[config.mk]
export PLATFORM = sky130hd
export DESIGN_NAME = mem_arbiter
export DESIGN_NICKNAME = d
export VERILOG_FILES = /design/src/rtl/mem_arbiter.sv
export SDC_FILE = /design/constraint.sdc
export NUM_CORES = 1
export LEC_CHECK = 0
export ABC_AREA = 1
export BUFFER_PORTS_ARGS = -buffer_cell sky130_fd_sc_hd__buf_2
export CAP_MARGIN = 5
export CORE_MARGIN = 4
export CORE_UTILIZATION = 44
export DETAILED_ROUTE_END_ITERATION = 7
export PLACE_DENSITY_LB_ADDON = 0.12
export SLEW_MARGIN = 10
export SYNTH_ARGS = -nofsm -noshare
export SYNTH_HDL_FRONTEND = slang
export SYNTH_SLANG_ARGS = --single-unit
[constraint.sdc]
create_clock -name clk -period 1.45 [get_ports clk]
set_input_delay 0.145 -clock clk [delete_from_list [all_inputs] [get_ports clk]]
set_output_delay 0.145 -clock clk [all_outputs]
set_load 0.02 [all_outputs]
[src/rtl/mem_arbiter.sv]
// mem_arbiter
//
// Purpose:
//   Shares the single port of the unified byte-addressable data memory
//   between the instruction-fetch unit (i_*) and the load/store unit (d_*).
//   A winning request is granted in IDLE, its command is latched, and the
//   command is driven on m_* for one access cycle. Loads and fetches then
//   spend one response cycle collecting m_rd. Stores finish in the access
//   cycle.
//
// Configuration macro:
//   MEM_ARB_ROUND_ROBIN_EN - when defined, simultaneous requests alternate
//   between the two ports using a 1-bit "last owner" history register.
//   When undefined, arbitration is fixed priority and the data port wins.
//
// Ports:
//   clk, rst                    clock and synchronous active-high reset
//   i_req, i_addr               fetch request and byte address (low 2 bits ignored)
//   i_gnt, i_done, i_rdata      fetch accept pulse, data-valid pulse, fetched word
//   d_req, d_we, d_size,        load/store request and command fields
//   d_signed, d_addr, d_wdata
//   d_gnt, d_done, d_rdata      load/store accept pulse, completion pulse, load data
//   m_we, m_size, m_signed,     memory command outputs
//   m_addr, m_wd
//   m_rd                        memory read data, valid the cycle after m_addr

module mem_arbiter #(
  parameter int SIZE_LOG2 = 13
) (
  input  logic                 clk,
  input  logic                 rst,

  input  logic                 i_req,
  input  logic [SIZE_LOG2-1:0] i_addr,
  output logic                 i_gnt,
  output logic                 i_done,
  output logic [31:0]          i_rdata,

  input  logic                 d_req,
  input  logic                 d_we,
  input  logic [1:0]           d_size,
  input  logic                 d_signed,
  input  logic [SIZE_LOG2-1:0] d_addr,
  input  logic [31:0]          d_wdata,
  output logic                 d_gnt,
  output logic                 d_done,
  output logic [31:0]          d_rdata,

  output logic                 m_we,
  output logic [1:0]           m_size,
  output logic                 m_signed,
  output logic [SIZE_LOG2-1:0] m_addr,
  output logic [31:0]          m_wd,
  input  logic [31:0]          m_rd
);

  typedef enum logic [1:0] {
    IDLE   = 2'd0,
    ACCESS = 2'd1,
    RESP   = 2'd2
  } stateT;

  // Clears the two low address bits so every fetch is word aligned.
  localparam logic [SIZE_LOG2-1:0] WORD_MASK = ~(SIZE_LOG2'(3));

  stateT state;
  stateT nextState;

  logic                 grantData;
  logic                 grantFetch;

  logic                 cmdWe;
  logic [1:0]           cmdSize;
  logic                 cmdSigned;
  logic [SIZE_LOG2-1:0] cmdAddr;
  logic [31:0]          cmdWd;
  logic                 cmdData;

  logic [31:0]          iRdataReg;
  logic [31:0]          dRdataReg;

`ifdef MEM_ARB_ROUND_ROBIN_EN
  logic lastData;

  // History of the most recent winner; reset to "fetch last" so the data
  // port takes the first tie after reset.
  always_ff @(posedge clk) begin
    if (rst) begin
      lastData <= 1'b0;
    end else if (grantData || grantFetch) begin
      lastData <= grantData;
    end
  end

  // On a tie the port that lost last time wins; a lone request always wins.
  always_comb begin
    grantData  = 1'b0;
    grantFetch = 1'b0;
    if (state == IDLE && !rst) begin
      if (d_req && i_req) begin
        grantData  = !lastData;
        grantFetch = lastData;
      end else begin
        grantData  = d_req;
        grantFetch = i_req;
      end
    end
  end
`else
  // Fixed priority: the data port always beats the fetch port.
  always_comb begin
    grantData  = 1'b0;
    grantFetch = 1'b0;
    if (state == IDLE && !rst) begin
      grantData  = d_req;
      grantFetch = i_req && !d_req;
    end
  end
`endif

  // State register.
  always_ff @(posedge clk) begin
    if (rst) begin
      state <= IDLE;
    end else begin
      state <= nextState;
    end
  end

  // Next-state logic: stores finish after the access cycle, reads need
  // one more cycle to collect the memory's registered read data.
  always_comb begin
    nextState = state;
    case (state)
      IDLE: begin
        if (grantData || grantFetch) begin
          nextState = ACCESS;
        end
      end
      ACCESS: begin
        nextState = cmdWe ? IDLE : RESP;
      end
      RESP: begin
        nextState = IDLE;
      end
      default: begin
        nextState = IDLE;
      end
    endcase
  end

  // Command register, loaded in the grant cycle from the winning port.
  // Fetches are always aligned, unsigned word reads.
  always_ff @(posedge clk) begin
    if (rst) begin
      cmdWe     <= 1'b0;
      cmdSize   <= 2'b00;
      cmdSigned <= 1'b0;
      cmdAddr   <= '0;
      cmdWd     <= 32'h0;
      cmdData   <= 1'b0;
    end else if (grantData) begin
      cmdWe     <= d_we;
      cmdSize   <= d_size;
      cmdSigned <= d_signed;
      cmdAddr   <= d_addr;
      cmdWd     <= d_wdata;
      cmdData   <= 1'b1;
    end else if (grantFetch) begin
      cmdWe     <= 1'b0;
      cmdSize   <= 2'b10;
      cmdSigned <= 1'b0;
      cmdAddr   <= i_addr & WORD_MASK;
      cmdWd     <= 32'h0;
      cmdData   <= 1'b0;
    end
  end

  // Read-data holding registers; each keeps the owner's last result until
  // that owner's next read completes.
  always_ff @(posedge clk) begin
    if (rst) begin
      iRdataReg <= 32'h0;
      dRdataReg <= 32'h0;
    end else if (state == RESP) begin
      if (cmdData) begin
        dRdataReg <= m_rd;
      end else begin
        iRdataReg <= m_rd;
      end
    end
  end

  // Output decode. The latched command is presented in both ACCESS and RESP
  // so the address stays stable while the memory returns data. In RESP the
  // rdata outputs bypass m_rd so data and done appear in the same cycle.
  // Reset suppresses write enable, done pulses and the bypass immediately.
  always_comb begin
    i_gnt    = grantFetch;
    d_gnt    = grantData;
    i_done   = 1'b0;
    d_done   = 1'b0;
    m_we     = 1'b0;
    m_size   = 2'b00;
    m_signed = 1'b0;
    m_addr   = '0;
    m_wd     = 32'h0;
    i_rdata  = iRdataReg;
    d_rdata  = dRdataReg;
    case (state)
      ACCESS: begin
        m_we     = cmdWe && !rst;
        m_size   = cmdSize;
        m_signed = cmdSigned;
        m_addr   = cmdAddr;
        m_wd     = cmdWd;
        d_done   = cmdWe && cmdData && !rst;
      end
      RESP: begin
        m_size   = cmdSize;
        m_signed = cmdSigned;
        m_addr   = cmdAddr;
        m_wd     = cmdWd;
        if (!rst) begin
          if (cmdData) begin
            d_done  = 1'b1;
            d_rdata = m_rd;
          end else begin
            i_done  = 1'b1;
            i_rdata = m_rd;
          end
        end
      end
      default: begin
      end
    endcase
  end

endmodule

==> results.cfg, run 1 <==
[run_status]
status = finished with violations
violations = negative setup slack

[place]
placed_area_um2 = 7050
portBuffers = 212
gp_congestion = 0.770
dp_hpwl_mm = 10.5
place_inst = 1167

[run]
cap_violations = 0

[yosys]
yosys_register_bits = 116
synth_common_cells = nand2_1, o21ai_0, inv_1
synth_top_area_share_pct = 42.0
synthSimpleGateAreaFrac_pct = 18.3
synth_most_common_cell = nand2_1
avgSynthCellArea_um2 = 6.84
synth_nets = 910
async_reset_ff_share_pct = 0
synth.largest_area_cell = dfxtp_1
synth_top_family_by_area = compound AO/OA/AOI/OAI gates
syn_inst = 808
ys_warn_count = 0
synth_adder_area_share_pct = 0.905
synthMuxAreaShare_pct = 0
syn-cell-area_um2 = 5530
yosys-top-cells-area = dfxtp_1, nand2_1, o21ai_0
synth_edf_count = 0
ys_seq_area_share_pct = 42.0
yosys.area_share.xor_xnor_pct = 0
synth.distinct_cells = 23
dominantRegCellSynth = dfxtp_1
synth-compound-area-share_pct = 25.3

[layout]
finalInstanceArea_um2 = 10000
stdcell_count = 1298
num_antenna_cells = 0
syn2layout_area_growth_pct = 81.6
num-nets-final = 1219
drive_gt1_share_pct = 44.4

[floorplanning]
fp.dieH_um = 120
die_x_um = 120
ios = 215
die_area_um2 = 14400
core-area_um2 = 12200
initial_core_util_pct = 45.5
core.rowCount = 40

[sta]
final-max-slew-violation-count = 0
rsz0062_at_grt = yes
setup_viol = 183
finalWorstSetupSlack_ns = -0.577
fin_setup_tns_ns = -66.24
fin_crit_ns = 2.03
max_clock_freq_mhz = 493
max_slew_margin_pct = 68.7
worst_pin_slew_ns = 0.468
finalClockSkew_ns = 0.00757
finalCritPeriodShare_pct = 140
hold_violations = 0

[setup_path]
slowest_delay_ns = 0.33
worstSetupPathType = flop to output port
start_kind = flop
critical_path.cell_chain = inv_2 -> ha_4 -> inv_4 -> nor2_4 -> buf_6 -> buf_4 -> buf_16 -> buf_12 -> o21ai_4 -> buf_6
cpMaxStageDelayCell = dfxtp_2
crit_required_ns = 1.31
arrival_ns = 1.88
path_max_fanout = 8
critPathMostFrequentCell = buf_6
crit_path_end_kind = output port

[power]
power_density_nw_per_um2 = 1540
ir_drop_mv = 0.967
leakagePower_nw = 4.70

[grt]
overflow = 0
track_usage_pct = 26.4
grt_antenna_before_repair = 0
grt_pass1_vias = 6282
grt_max_degree = 43
grt_pass1_wl_mm = 30.9

[route]
route.detailed.drc = 0
via_count = 6713
post_drt_wl_per_cell_um = 16.2
wirelength_mm = 21.1
detail_route.first_pass.iterations = 5
antenna_left = 0
via_per_inst = 5.17
drt_iter0_markers = 417

[cts]
clock_sinks = 116
cts_tree = yes
clk_latency_ns = 0.41
htreeDepth = 4
clock_path_buffers = 2
path_clk_slew_ns = 0.06
root_buffer = clkbuf_16
cts_buffers = 17

[min_path]
hold_class = input port to flop
==> kinds of logic (layout without fill, tap and decap cells) <==
family | count (synthesis) | after routing
AO/OA/AOI/OAI | 246 | 246
flip-flops | 116 | 116
buffers and inverters | 183 | 505
AND/OR/NAND/NOR | 259 | 259
adder cells (fa/ha/maj) | 4 | 4
==> layer usage <==
layer | part of all wire, % | wire [um] | vias up | track usage [%]
met2 | 51 | 10800 | 278 | 46.5
met4 | 3.2 | 666 | 0 | 9.09
li1 | - | - | 3252 | -
met1 | 38 | 8040 | 3125 | 29.7
met5 | 0 | 0 | - | 0
met3 | 7.5 | 1570 | 58 | 9.10
==> final timing paths <==
kind	start	slack, ns	to	cells past startpoint
min	m_rd[6]	0.02	iRdataReg[6]	3
min reg2reg	cmdWd[24]	0.46	cmdWd[24]	2
max	state[0]	-0.58	i_rdata[1]	10
max reg2reg	state[0]	-0.32	state[1]	11
==> cell usage in the layout (no fill, tap or decap), types with 4 or more instances in the layout <==
cell,instances
buf_6,107
buf_16,8
clkbuf_16,22
clkbuf_8,4
nand2_2,40
buf_8,10
nand2_1,193
o21ai_2,27
nand4_1,11
inv_1,83
o21ai_4,18
buf_4,69
clkbuf_1,7
a21oi_1,25
inv_4,4
buf_2,95
o211ai_1,64
nor2_1,5
dfxtp_1,113
a21oi_2,25
o21ai_1,26
dlygate4sd3_1,37
o21ai_0,60
buf_12,18
inv_2,36
==> metrics by stage <==
stage / utilization [%] / setup WS (ns) / power (W) / hold slack [ns]
finish: 82.6 / -0.577 / 0.0155 / 0.0196
floorplan: - / -0.0867 / 0.00667 / 0.264
CTS: 76.4 / -0.554 / 0.0146 / 0.00784
global placement: 58.0 / -0.148 / 0.00819 / 0.355
detailed placement: 58.0 / -0.182 / 0.00822 / 0.360
global route: 82.6 / -0.688 / 0.0162 / 0.0317
==> sequential cells by signal (all words and copies together) (netlist names) <==
register   count
iRdataReg     32
dRdataReg     32
cmdWd         32
cmdData        1
state          2
cmdAddr       13
cmdSigned      1
cmdWe          1
cmdSize        2
==> power by group <==
group	total (W)	internal (W)	switching [W]
Combinational	0.00764	0.00370	0.00394
Sequential	0.00389	0.00367	0.000222
Clock	0.00394	0.00253	0.00141
==> area by class of cell <==
cell class,count,area (um2)
Clock buffer,28,507
Clock inverter,4,45.0
Fill cell,711,2120
Inverter,123,477
Multi-Input combinational cell,509,3050
Sequential cell,116,2330
Tap cell,168,210
Timing Repair Buffer,349,3420
Timing Repair inverter,1,6.26
==> worst max-delay path, delay by kind of cell, from the launching register on <==
family / cells / cell delay (ns)
adders and majority gates: 1 / 0.15
buffers and inverters: 7 / 0.80
and+or+nand+nor: 1 / 0.04
AOI/OAI and AO/OA: 1 / 0.14
DFF: 1 / 0.33
==> repair_timing <==
action                                  4_1_cts  5_1_grt
resized for setup                           265      179
endpoints found under the setup margin      171      174
setup buffers                                24       24
hold buffers                                 37        0
cloned                                       13        6
endpoints found under the hold margin        37        0
pin swaps                                     8       18
(Power assumes the default switching activity.)
==> inputs of run 2 (changes only) <==
CORE_UTILIZATION = 30   (was 44)
GPL_TIMING_DRIVEN = 0   (was default)
==> run 2 against run 1 <==
  * The run still ends with negative setup slack left
  * Power up 0.40%
  * Design area up 0.59%
  * Clock power up 5.8%
  * Setup slack better by 0.027 ns
  * Register-to-register slack better by 0.08 ns
  * Clock skew down 0.00086 ns
  * First-iteration DRC count down 41%
==> results.cfg, run 2 (synthesis results as in run 1) <==
[setup_path]
slowest_delay_ns = 0.33
worstSetupPathType = flop to output port
critPathMostFrequentCell = inv_4
critical_path.cell_chain = inv_4 -> ha_4 -> inv_4 -> nor2_4 -> buf_12 -> clkbuf_16 -> o211ai_1 -> o21ai_1 -> buf_4
crit_path_end_kind = output port
startpoint = state[0]
arrival_ns = 1.85
path_max_fanout = 7
crit_required_ns = 1.31
cp_top_family = buffers and inverters
cpMaxStageDelayCell = dfxtp_2
start_kind = flop
cp_num_buf_inv = 5
r2r_start = state[0]

[floorplanning]
fp.dieH_um = 144
ios = 215
initial_core_util_pct = 30.7
core-area_um2 = 18000
die_area_um2 = 20700
die_x_um = 144
core.rowCount = 49

[layout]
num-nets-final = 1230
syn2layout_area_growth_pct = 82.7
finalInstanceArea_um2 = 10100
mostFrequentLayoutCell = nand2_1
reg_top3 = cmdWd (32), dRdataReg (32), iRdataReg (32)
fin_util_pct = 56.1
drive_gt1_share_pct = 45.0
final_cell_mix = nand2_1, dfxtp_1, buf_6, buf_2, inv_1
num_antenna_cells = 0

[place]
placed_area_um2 = 6950
dp_hpwl_mm = 13.8
gp_congestion = 0.773
portBuffers = 211
pre_cts_slack_ns = -0.582

[sta]
finalWorstSetupSlack_ns = -0.550
finalClockSkew_ns = 0.00670
finalCritPeriodShare_pct = 138
fin_crit_ns = 2.00
final-max-slew-violation-count = 0
hold_violations = 0
max_clock_freq_mhz = 500
max_slew_margin_pct = 55.9
rsz0062_at_grt = yes
setup_viol = 163
worst_pin_slew_ns = 0.662
holdWs_ns = 0.0208

[cts]
clk_latency_ns = 0.42
cts_tree = yes
root_buffer = clkbuf_16
path_clk_slew_ns = 0.06
clock_path_buffers = 2
cts_buffers = 17
htreeDepth = 4
clock_sinks = 116

[run]
cap_violations = 0

[route]
detail_route.first_pass.iterations = 4
drt_iter0_markers = 248
via_count = 6516
antenna_left = 0
route.detailed.drc = 0
wirelength_mm = 21.6
via_per_inst = 4.76
post_drt_wl_per_cell_um = 15.8

[power]
ir_drop_mv = 0.928
leakagePower_nw = 4.75
power_density_nw_per_um2 = 1540

[run_status]
status = finished with violations
violations = negative setup slack

[grt]
grt_antenna_before_repair = 0
track_usage_pct = 20.5
grt_pass1_vias = 6410
grt_max_degree = 17
grt_pass1_wl_mm = 33.2
overflow = 0

[min_path]
worstHoldStart = m_rd[6]
hold_class = input port to flop
run 2: cell count changes in the layout (fill, tap and decap cells not counted), moves of 10 or more:
cell / delta
nand2_1: -14
a21oi_2: -11
o21ai_1: +15
o21ai_0: -11
buf_4: -22
buf_12: -12
o21ai_2: +12
a21oi_1: +11
o21ai_4: -15
clkbuf_2: +10
run 2: what timing repair did:
| item | in CTS | in global routing |
|---|---|---|
| pin swaps | 24 | 7 |
| cloned | 13 | 7 |
| buffers inserted | 27 | 13 |
| endpoints found under the hold margin | 38 | 0 |
| setup endpoints to repair | 233 | 229 |
| gates resized for setup | 427 | 120 |
| hold buffers | 38 | 0 |
run 2: path summary, 6_finish.rpt:
path,end,slack [ns],depth (start not counted)
max,d_rdata[26],-0.55,9
min,iRdataReg[6],0.02,3
max reg2reg,cmdAddr[12],-0.24,13
min reg2reg,cmdWd[24],0.46,2
run 2: worst register-to-register path, stage by stage (launching register included):
cell and delay, ns:
dfxtp_2 0.33, inv_4 0.06, buf_4 0.12, ha_4 0.15
buf_6 0.10, nand3_4 0.09, buf_6 0.13, buf_6 0.12
buf_6 0.11, buf_8 0.13, nand2_1 0.05, nand2_1 0.05
nand2_1 0.06, a21oi_1 0.06
run 2: routing by layer:
layer / GRT usage (%) / wire length, um
met5: 0 / 0
met4: 4.61 / 262
met3: 6.62 / 1460
met2: 35.9 / 10900
met1: 24.4 / 8960
run 2: final cells by class:
cell class,count,area [um2]
fill,1738,7920
multi-input combinational,510,2950
timing repair buffer,305,2860
sequential,116,2330
buffer,55,623
clock buffer,22,474
inverter,123,474
tap,229,287
clock inverter,10,105
run 2: power breakdown:
group          internal (W)  switching [W]
Sequential          0.00367       0.000214
Clock               0.00264        0.00153
Combinational       0.00357        0.00391
run 2: stage by stage:
stage	total power, W	setup TNS, ns	cells
2_1_floorplan	0.00667	-4.54	808
3_3_place_gp	0.00814	-63.03	1248
3_5_place_dp	0.00815	-65.11	1248
4_1_cts	0.0150	-59.42	1355
5_1_grt	0.0163	-72.62	1370
6_report	0.0155	-57.28	1370
==> inputs of run 3 (changes only) <==
CORE_ASPECT_RATIO = 0.5   (was default)
==> run 3 against run 2 <==
  * The run still ends with negative setup slack left
  * Sequential power increased by 1%
  * Clock skew decreased by 0.0015 ns
  * Non-clock buffer count decreased by 2
==> results.cfg, run 3 (synthesis results as in run 1) <==
[place]
gp_congestion = 0.792
portBuffers = 211
dp_hpwl_mm = 14.0
place_inst = 1253

[route]
post_drt_wl_per_cell_um = 16.1
detail_route.first_pass.iterations = 4
wirelength_mm = 22.0
via_count = 6612
route.detailed.drc = 0
antenna_left = 0
drt_iter0_markers = 185
via_per_inst = 4.83

[grt]
grtUsageMet1_pct = 26.0
grt_pass1_vias = 6468
overflow = 0
grt_max_degree = 17
grt_pass1_wl_mm = 33.9
grt-busiest-layer = met2
use_met2_pct = 34.1
track_usage_pct = 20.2
grt_antenna_before_repair = 0
gr-usage-met3_pct = 4.43

[cts]
clock_sinks = 116
cts_buffers = 17
path_clk_slew_ns = 0.05
clk_latency_ns = 0.41
root_buffer = clkbuf_16
cts_tree = yes
htreeDepth = 4
clock_path_buffers = 2

[sta]
fin_setup_tns_ns = -70.85
finalCritPeriodShare_pct = 142
max_clock_freq_mhz = 487
fin_crit_ns = 2.05
final-max-slew-violation-count = 0
max_slew_margin_pct = 56.4
hold_violations = 0
finalClockSkew_ns = 0.00524
finalWorstSetupSlack_ns = -0.603
setup_viol = 195
worst_pin_slew_ns = 0.654
rsz0062_at_grt = yes
holdWs_ns = 0.0275

[run_status]
violations = negative setup slack
status = finished with violations

[setup_path]
start_kind = flop
cp_num_buf_inv = 6
path_max_fanout = 7
cp_top_family = buffers and inverters
crit_required_ns = 1.31
crit_path_end_kind = output port
cpMaxStageDelayCell = dfxtp_2
arrival_ns = 1.91
worstSetupPathType = flop to output port
slowest_delay_ns = 0.35
critical_path.cell_chain = inv_4 -> ha_4 -> inv_4 -> nor2_4 -> buf_12 -> buf_12 -> buf_16 -> o211ai_1 -> o21ai_4 -> buf_6

[layout]
drive_gt1_share_pct = 44.8
final_cell_mix = nand2_1, dfxtp_1, buf_6, buf_2, inv_1
syn2layout_area_growth_pct = 86.0
num-nets-final = 1227
n_fill_cell = 1635
stdcell_count = 1369
reg_top3 = cmdWd (32), dRdataReg (32), iRdataReg (32)
num_antenna_cells = 0
mostFrequentLayoutCell = nand2_1

[power]
power_density_nw_per_um2 = 1540
leakagePower_nw = 5.08
power.total_w = 0.0159
ir_drop_mv = 0.966

[floorplanning]
core-area_um2 = 17700
ios = 215
die_x_um = 200
initial_core_util_pct = 31.2
die_area_um2 = 20800
fp.dieH_um = 104
core.rowCount = 34

[min_path]
hold_class = input port to flop

[run]
cap_violations = 0
==> run 3: cell count changes in the layout (fill, tap and decap cells not counted), moves of 7 or more <==
| cell | previous run | this run |
|---|---|---|
| nand2_2 | 48 | 6 |
| a21oi_2 | 14 | 7 |
| nand2_1 | 179 | 186 |
| inv_2 | 39 | 46 |
| o21ai_4 | 3 | 16 |
| nand2_4 | 8 | 43 |
| inv_1 | 79 | 67 |
| o21ai_2 | 39 | 29 |
| a21oi_1 | 36 | 43 |
| o21ai_1 | 41 | 29 |
| buf_12 | 6 | 16 |
| o21ai_0 | 49 | 57 |
| buf_8 | 19 | 6 |
==> run 3: metrics by stage <==
step           setup slack, ns  cell area [um2]  util [%]
2_1_floorplan          -0.0867             5610         -
3_3_place_gp            -0.595             6960      39.2
3_5_place_dp            -0.608             6960      39.2
4_1_cts                 -0.606             9490      53.5
5_1_grt                 -0.685            10300      58.0
6_report                -0.603            10300      58.0
==> run 3: final cells by class <==
class	instances	area (um2)	area share [%]
clock inverter	6	55.1	0.535
clock buffer	23	478	4.65
inverter	123	487	4.73
multi-input combinational	509	3190	31.0
sequential	116	2330	22.6
timing repair buffer	300	2790	27.1
tap	234	293	2.85
buffer	58	668	6.49
==> run 3: repair_timing <==
action,in CTS,in global routing
buffers inserted,22,16
gates resized for setup,383,200
endpoints found under the setup margin,233,232
hold endpoints to repair,37,0
hold buffers,37,0
pin swaps,22,41
cloned,9,8
==> run 3: power by group <==
group | internal [W] | switching (W)
clock network | 0.00245 | 0.00149
logic | 0.00382 | 0.00418
registers | 0.00367 | 0.000263
==> run 3: final timing paths <==
kind              startpoint       endpoint  slack [ns]  cells after the start
setup / recovery    state[0]    i_rdata[28]       -0.60                     10
hold / removal      m_rd[10]  iRdataReg[10]        0.03                      3
setup reg to reg    state[0]      cmdWd[18]       -0.35                     12
hold reg to reg    cmdWd[30]      cmdWd[30]        0.48                      2
==> run 3: worst reg2reg max path: cells and delay by family (launching register included) <==
kind / cells / cell delay [ns]
and+or+nand+nor: 2 / 0.22
DFF: 1 / 0.33
adders and majority gates: 1 / 0.14
buffers and inverters: 7 / 0.75
AOI/OAI and AO/OA: 2 / 0.21
==> run 3: metal layers <==
metal  up-vias  part of all wire [%]
met5         -                     0
met4         0                   1.5
met3        27                   4.8
li1       3258                     -
met2       162                    49
met1      3165                    45
